## config.mk

```make
export PLATFORM = sky130hd
export DESIGN_NAME = pipe_hazard_ctrl_flat
export DESIGN_NICKNAME = d
export VERILOG_FILES = /design/src/rtl/pipe_hazard_ctrl_if.sv /design/src/rtl/pipe_hazard_ctrl.sv /design/src/flat_wrapper.sv
export SDC_FILE = /design/constraint.sdc
export NUM_CORES = 1
export LEC_CHECK = 0
export BUFFER_PORTS_ARGS = -buffer_cell sky130_fd_sc_hd__buf_2
export CAP_MARGIN = 20
export CORE_MARGIN = 4
export CORE_UTILIZATION = 31
export CTS_BUF_LIST = sky130_fd_sc_hd__clkbuf_8 sky130_fd_sc_hd__clkbuf_16
export DETAILED_ROUTE_END_ITERATION = 10
export PLACE_DENSITY = 0.57
export SLEW_MARGIN = 20
export SYNTH_ARGS = -nofsm -noshare
export SYNTH_HDL_FRONTEND = slang
export SYNTH_SLANG_ARGS = --single-unit
```

## constraint.sdc

```tcl
create_clock -name clk -period 6.1 [get_ports clk]
set_input_delay 0.61 -clock clk [delete_from_list [all_inputs] [get_ports clk]]
set_output_delay 0.61 -clock clk [all_outputs]
set_load 0.005 [all_outputs]
```

## src/rtl/pipe_hazard_ctrl_if.sv

```systemverilog
// -----------------------------------------------------------------------------
// pipe_hazard_ctrl_if
// Bundle between the 5-stage pipeline datapath and the hazard/sequencing
// controller.
//
// Signals:
//   id_instr      instruction currently held in IF/ID
//   idex_rd       destination register held in ID/EX
//   idex_mem_read ID/EX holds a load
//   ex_br_taken   branch/jump taken, resolved in EX
//   imem_ready    instruction memory has valid data this cycle
//   halt_req      ID stage decoded ecall/ebreak
//   pc_we         PC register load enable
//   pc_sel        0 = PC+4, 1 = EX branch target
//   if_id_we      IF/ID load enable
//   if_id_flush   IF/ID loads an all-zero instruction (only with if_id_we=1)
//   id_ex_bubble  ID/EX loads a control-zero bubble
//
// Handshake: imem_ready is the only flow-control signal. A fetch completes in
// any cycle where imem_ready=1. When it is 0 the PC holds and IF/ID is loaded
// with a zero instruction, so no stale fetch data ever enters decode. All
// enables are sampled by the datapath on the same rising clk edge.
//
// Modports: master = pipeline datapath, slave = controller.
// -----------------------------------------------------------------------------
interface pipe_hazard_ctrl_if;
  logic [31:0] id_instr;
  logic [4:0]  idex_rd;
  logic        idex_mem_read;
  logic        ex_br_taken;
  logic        imem_ready;
  logic        halt_req;
  logic        pc_we;
  logic        pc_sel;
  logic        if_id_we;
  logic        if_id_flush;
  logic        id_ex_bubble;

  modport master (
    output id_instr, idex_rd, idex_mem_read, ex_br_taken, imem_ready, halt_req,
    input  pc_we, pc_sel, if_id_we, if_id_flush, id_ex_bubble
  );

  modport slave (
    input  id_instr, idex_rd, idex_mem_read, ex_br_taken, imem_ready, halt_req,
    output pc_we, pc_sel, if_id_we, if_id_flush, id_ex_bubble
  );
endinterface

```

## src/rtl/pipe_hazard_ctrl.sv

```systemverilog
// -----------------------------------------------------------------------------
// pipe_hazard_ctrl
// Central sequencing unit for the 5-stage RV32I pipeline: load-use stalls,
// EX-resolved redirects, instruction-memory wait freeze and halt parking,
// plus per-event performance counters and a sticky imem timeout flag.
//
// Ports:
//   clk           clock, rising edge
//   reset         asynchronous, active-low
//   ctl           pipe_hazard_ctrl_if.slave (hazard inputs, stage enables)
//   state         current FSM state (RUN=0, LU_STALL=1, IM_WAIT=2,
//                 REDIRECT=3, HALT=4)
//   stall_cnt     load-use stall cycles
//   flush_cnt     redirect events
//   wait_cnt      imem wait cycles
//   imem_timeout  set after TIMEOUT consecutive wait cycles, cleared by reset
// -----------------------------------------------------------------------------
module pipe_hazard_ctrl #(
  parameter int CNT_W   = 32,
  parameter int TIMEOUT = 16
) (
  input  logic                 clk,
  input  logic                 reset,
  pipe_hazard_ctrl_if.slave    ctl,
  output logic [2:0]           state,
  output logic [CNT_W-1:0]     stall_cnt,
  output logic [CNT_W-1:0]     flush_cnt,
  output logic [CNT_W-1:0]     wait_cnt,
  output logic                 imem_timeout
);

  typedef enum logic [2:0] {
    RUN      = 3'd0,
    LU_STALL = 3'd1,
    IM_WAIT  = 3'd2,
    REDIRECT = 3'd3,
    HALT     = 3'd4
  } state_e;

  localparam logic [6:0] OP_LUI    = 7'b0110111;
  localparam logic [6:0] OP_AUIPC  = 7'b0010111;
  localparam logic [6:0] OP_JAL    = 7'b1101111;
  localparam logic [6:0] OP_R      = 7'b0110011;
  localparam logic [6:0] OP_STORE  = 7'b0100011;
  localparam logic [6:0] OP_BRANCH = 7'b1100011;

  // The flag sets on the edge where the timer would reach TIMEOUT, i.e. when
  // it already holds TIMEOUT-1 and this cycle is another wait cycle.
  localparam logic [7:0] TO_M1 = 8'(TIMEOUT - 1);

  state_e     state_q, state_d;
  logic [7:0] wait_tmr;
  logic       take_br, take_lu, take_wait;

  logic [6:0] opcode;
  logic [4:0] rs1, rs2;
  logic       uses_rs1, uses_rs2, load_use;

  assign opcode = ctl.id_instr[6:0];
  assign rs1    = ctl.id_instr[19:15];
  assign rs2    = ctl.id_instr[24:20];

  // U-type and JAL carry no rs1; a flushed (all-zero) slot reads nothing.
  assign uses_rs1 = !((opcode == OP_LUI) || (opcode == OP_AUIPC) ||
                      (opcode == OP_JAL) || (ctl.id_instr == 32'd0));
  assign uses_rs2 = (opcode == OP_R) || (opcode == OP_STORE) ||
                    (opcode == OP_BRANCH);

  assign load_use = ctl.idex_mem_read && (ctl.idex_rd != 5'd0) &&
                    ((uses_rs1 && (rs1 == ctl.idex_rd)) ||
                     (uses_rs2 && (rs2 == ctl.idex_rd)));

  assign state = state_q;

  // Priority chain: HALT > branch > halt_req > load-use > imem wait > run.
  always_comb begin
    ctl.pc_we        = 1'b0;
    ctl.pc_sel       = 1'b0;
    ctl.if_id_we     = 1'b0;
    ctl.if_id_flush  = 1'b0;
    ctl.id_ex_bubble = 1'b0;
    state_d          = state_q;
    take_br          = 1'b0;
    take_lu          = 1'b0;
    take_wait        = 1'b0;

    if (state_q == HALT) begin
      ctl.id_ex_bubble = 1'b1;
      state_d          = HALT;
    end else if (ctl.ex_br_taken) begin
      // Redirect proceeds even with imem_ready=0: the new PC must be captured.
      ctl.pc_we        = 1'b1;
      ctl.pc_sel       = 1'b1;
      ctl.if_id_we     = 1'b1;
      ctl.if_id_flush  = 1'b1;
      ctl.id_ex_bubble = 1'b1;
      state_d          = REDIRECT;
      take_br          = 1'b1;
    end else if (ctl.halt_req) begin
      ctl.id_ex_bubble = 1'b1;
      state_d          = HALT;
    end else if (load_use) begin
      ctl.id_ex_bubble = 1'b1;
      state_d          = LU_STALL;
      take_lu          = 1'b1;
    end else if (!ctl.imem_ready) begin
      ctl.if_id_we     = 1'b1;
      ctl.if_id_flush  = 1'b1;
      state_d          = IM_WAIT;
      take_wait        = 1'b1;
    end else begin
      ctl.pc_we        = 1'b1;
      ctl.if_id_we     = 1'b1;
      state_d          = RUN;
    end

    // Keep the pipeline inert for as long as reset is held.
    if (!reset) begin
      ctl.pc_we        = 1'b0;
      ctl.pc_sel       = 1'b0;
      ctl.if_id_we     = 1'b0;
      ctl.if_id_flush  = 1'b1;
      ctl.id_ex_bubble = 1'b1;
    end
  end

  always_ff @(posedge clk or negedge reset) begin
    if (!reset) begin
      state_q      <= RUN;
      stall_cnt    <= '0;
      flush_cnt    <= '0;
      wait_cnt     <= '0;
      wait_tmr     <= 8'd0;
      imem_timeout <= 1'b0;
    end else begin
      state_q <= state_d;
      if (take_lu)   stall_cnt <= stall_cnt + CNT_W'(1);
      if (take_br)   flush_cnt <= flush_cnt + CNT_W'(1);
      if (take_wait) wait_cnt  <= wait_cnt + CNT_W'(1);

      if (take_wait) begin
        if (wait_tmr != 8'hFF) wait_tmr <= wait_tmr + 8'd1;
        if (wait_tmr >= TO_M1) imem_timeout <= 1'b1;
      end else begin
        wait_tmr <= 8'd0;
      end
    end
  end

endmodule

```

## src/flat_wrapper.sv

```systemverilog
// flat-port wrapper written by rule: the top's interface ports become plain ports
module pipe_hazard_ctrl_flat 
#(
  parameter int CNT_W   = 32,
  parameter int TIMEOUT = 16
)
  (clk, reset, state, stall_cnt, flush_cnt, wait_cnt, imem_timeout, ctl_id_instr, ctl_idex_rd, ctl_idex_mem_read, ctl_ex_br_taken, ctl_imem_ready, ctl_halt_req, ctl_pc_we, ctl_pc_sel, ctl_if_id_we, ctl_if_id_flush, ctl_id_ex_bubble);
  pipe_hazard_ctrl_if ctl_i ();
  input  logic clk;
  input  logic reset;
  output logic [2:0] state;
  output logic [CNT_W-1:0] stall_cnt;
  output logic [CNT_W-1:0] flush_cnt;
  output logic [CNT_W-1:0] wait_cnt;
  output logic imem_timeout;
  input wire logic [$bits(ctl_i.id_instr)-1:0] ctl_id_instr;
  input wire logic [$bits(ctl_i.idex_rd)-1:0] ctl_idex_rd;
  input wire logic [$bits(ctl_i.idex_mem_read)-1:0] ctl_idex_mem_read;
  input wire logic [$bits(ctl_i.ex_br_taken)-1:0] ctl_ex_br_taken;
  input wire logic [$bits(ctl_i.imem_ready)-1:0] ctl_imem_ready;
  input wire logic [$bits(ctl_i.halt_req)-1:0] ctl_halt_req;
  output wire logic [$bits(ctl_i.pc_we)-1:0] ctl_pc_we;
  output wire logic [$bits(ctl_i.pc_sel)-1:0] ctl_pc_sel;
  output wire logic [$bits(ctl_i.if_id_we)-1:0] ctl_if_id_we;
  output wire logic [$bits(ctl_i.if_id_flush)-1:0] ctl_if_id_flush;
  output wire logic [$bits(ctl_i.id_ex_bubble)-1:0] ctl_id_ex_bubble;
  assign ctl_i.id_instr = ctl_id_instr;
  assign ctl_i.idex_rd = ctl_idex_rd;
  assign ctl_i.idex_mem_read = ctl_idex_mem_read;
  assign ctl_i.ex_br_taken = ctl_ex_br_taken;
  assign ctl_i.imem_ready = ctl_imem_ready;
  assign ctl_i.halt_req = ctl_halt_req;
  assign ctl_pc_we = ctl_i.pc_we;
  assign ctl_pc_sel = ctl_i.pc_sel;
  assign ctl_if_id_we = ctl_i.if_id_we;
  assign ctl_if_id_flush = ctl_i.if_id_flush;
  assign ctl_id_ex_bubble = ctl_i.id_ex_bubble;
  pipe_hazard_ctrl #(.CNT_W(CNT_W), .TIMEOUT(TIMEOUT)) u_core (.clk(clk), .reset(reset), .ctl(ctl_i), .state(state), .stall_cnt(stall_cnt), .flush_cnt(flush_cnt), .wait_cnt(wait_cnt), .imem_timeout(imem_timeout));
endmodule
```

==> impl_metrics.py <==
metrics = {
    "synth": {
        "syn_area_um2": 5390,
        "synth.distinct_cells": 48,
        "yosys_most_used_dff": "dfrtp_1",
        "syn_nets": 562,
        "muxShareOfSynthArea": 0.00604,
        "synth_top_family_by_area": "simple AND/OR/NAND/NOR gates",
        "yosysTopAreaCell": "dfrtp_1",
        "synth-edff-count": 0,
        "synthCells": 515,
        "synthXorXnorAreaFrac": 0.172,
        "synthTopCellsByArea": "dfrtp_1, xor2_1, xnor2_1",
        "synth_top_area_frac": 0.502,
        "ys_seq_area_frac": 0.502,
        "yosys_warnings": 0,
        "synthSimpleGateAreaFrac": 0.258,
        "syn_avg_cell_area_um2": 10.5,
        "ys_ff_latch": 108,
        "async_flop_share": 1.00,
        "synthAdderAreaFrac": 0.00929,
        "synth_compound_area_frac": 0.0316,
    },
    "die": {
        "die-area_um2": 19500,
        "core_um2": 16800,
        "die_w_um": 140,
        "io_pins": 148,
        "start_util": 0.320,
        "num_rows": 47,
        "die_h_um": 140,
    },
    "setup_path": {
        "worstSetupEndpointType": "output port",
        "crit_type": "in -> out",
        "cp_max_fo": 9,
        "worstSetupStartpointType": "input port",
        "crit_arrival_ns": 2.43,
        "cp.required_ns": 5.49,
    },
    "routing": {
        "vias": 4465,
        "route.detailed.drc": 0,
        "routed_wl_um": 14500,
        "drt_iter0_drc": 178,
        "routedWlPerCell_um": 16.3,
        "first_pass_iters": 4,
        "vias_per_cell": 5.02,
        "detail-route-antenna-nets": 0,
    },
    "clocking": {
        "worstSkewPairLatency_ns": 0.35,
        "cts_sinks": 108,
        "clk_pin_slew_worst_paths_ns": 0.08,
        "ctsLongestPathBuffers": 2,
        "cts_made_buffers": 9,
        "cts_hold_buf": 0,
        "cts_setup_buffers": 0,
        "tritoncts": "yes",
        "root_buffer": "clkbuf_16",
        "h-tree-depth": 3,
        "cts-resized-gates": 0,
    },
    "timing": {
        "min_period_ns": 3.04,
        "fin_skew_ns": 0.00850,
        "finalCritPeriodShare": 0.499,
        "rsz0062_at_grt": "false",
        "worst_slew_pin_slew_ns": 0.737,
        "final_max_slew_viol_count": 0,
        "max_freq_mhz": 328,
        "finalSetupTns_ns": 0,
        "setup_viol": 0,
        "hold_violations": 0,
        "slew_headroom": 0.509,
    },
    "finish": {
        "fillers": 1685,
        "layout-drive-gt1-share": 0.276,
        "nets": 712,
        "n_antenna_cell": 0,
        "stdcell_count": 890,
        "area_growth_pct": 24.1,
    },
    "power_and_ir_drop": {
        "p_leak_nw": 3.42,
        "total_power_mw": 1.63,
        "vdd_ir_drop_max_mv": 0.132,
        "cellPowerDensity_nw_per_um2": 243,
    },
    "placement": {
        "dp_cells": 874,
        "dp_hpwl_um": 10900,
        "place.gp.congestion": 0.849,
        "port_buffers": 147,
    },
    "global_routing": {
        "overflow": 0,
        "track_usage": 0.145,
        "grt_max_degree": 58,
        "grt_antenna_before_repair": 1,
        "grt_pass1_wl_um": 23400,
        "grt_pass1_vias": 4440,
    },
    "flow_run": {
        "cap_violations": 0,
    },
    "hold_path": {
        "min_path_type": "in -> async",
    },
    "status": {
        "status": "finished, final reports clean",
    },
}
## path summary, 6_finish.rpt
check | from | end | slack [ns] | depth (start not counted)
max | ctl_idex_rd[1] | ctl_pc_we | 3.06 | 8
max reg2reg | u_core.stall_cnt[0] | u_core.stall_cnt[26] | 3.82 | 6
max in group asynchronous | reset | u_core.flush_cnt[22] | 4.57 | 2
min in group clk | u_core.flush_cnt[31] | u_core.flush_cnt[31] | 0.46 | 1
min reg2reg | u_core.flush_cnt[31] | u_core.flush_cnt[31] | 0.46 | 1
min | reset | u_core.wait_cnt[19] | 0.31 | 1
## through the flow
step | hold slack, ns | setup WS (ns) | utilization | area (um2)
floorplan | 0.314 | 3.52 | - | 5390
global placement | 0.452 | 3.12 | 0.379 | 6370
detailed placement | 0.456 | 3.05 | 0.379 | 6370
CTS | 0.329 | 3.05 | 0.397 | 6680
global route | 0.364 | 2.94 | 0.397 | 6680
finish | 0.313 | 3.06 | 0.397 | 6680
## placed cells by master, fill, tap and decap left out, types with 18 or more instances in the layout
| cell type | instances |
|---|---|
| xnor2_1 | 39 |
| buf_2 | 146 |
| xor2_1 | 67 |
| nor3_1 | 23 |
| dfrtp_1 | 108 |
| nand2_1 | 36 |
| nor4_1 | 28 |
| nand4_1 | 21 |
| and3_1 | 18 |
| nor2_1 | 41 |
| nand3_1 | 38 |
## flip-flops by register name, indices dropped and copies added, names as in the netlist
register,cells
u_core.state,3
u_core.wait_tmr,8
u_core.flush_cnt,32
u_core.imem_timeout,1
u_core.wait_cnt,32
u_core.stall_cnt,32
## synth_stat cells (all sizes together), types with 2 or more instances
cell type / number
and3: 18
nor3b: 4
clkbuf: 3
and4: 12
nand2: 36
nand3: 39
ha: 4
nor2b: 2
and2: 3
o21ai: 6
a21oi: 2
xor2: 67
or3: 3
o2111ai: 3
nor4: 32
mux2: 2
inv: 15
dfrtp: 108
or4: 6
nor3: 25
a211oi: 2
nand2b: 2
nor4b: 2
xnor2: 39
nor2: 41
buf: 8
nand4: 21
## metal layers
| layer | GRT usage | vias to the layer above | routed length [um] |
|---|---|---|---|
| li1 | - | 2129 | - |
| met4 | 0.0428 | 2 | 217 |
| met5 | 0 | - | 13 |
| met2 | 0.226 | 140 | 6690 |
| met3 | 0.0364 | 17 | 1000 |
| met1 | 0.201 | 2177 | 6540 |
## area by class of cell
type                            instances  area (um2)  area share
Sequential cell                       108        2700       0.404
Multi-Input combinational cell        381        2570       0.385
Timing Repair Buffer                  150         761       0.114
Tap cell                              220         275      0.0412
Clock buffer                            9         225      0.0337
Clock inverter                          7        87.6      0.0131
Inverter                               15        56.3     0.00843
## where the power goes
group	leakage [nW]	internal, mW	switching, mW
Combinational	1.84	0.0873	0.103
Sequential	1.43	0.756	0.0665
Clock	0.145	0.325	0.289
## critical path: stages
cell and delay [ns]:
buf_2 0.13, xnor2_1 0.17, nand3_1 0.15, or4_2 0.72, o21a_4 0.20, a21oi_1 0.23, nor2_1 0.09, buf_2 0.13
## kinds of logic (layout without fill, tap and decap cells)
family	after synthesis	in the layout
simple gates	248	248
mux	3	3
flops	108	108
compound gates	20	20
fa+ha+maj	4	4
buf+inv	26	181
xor+xnor	106	106
No activity file was read; power rests on OpenSTA's default activity.
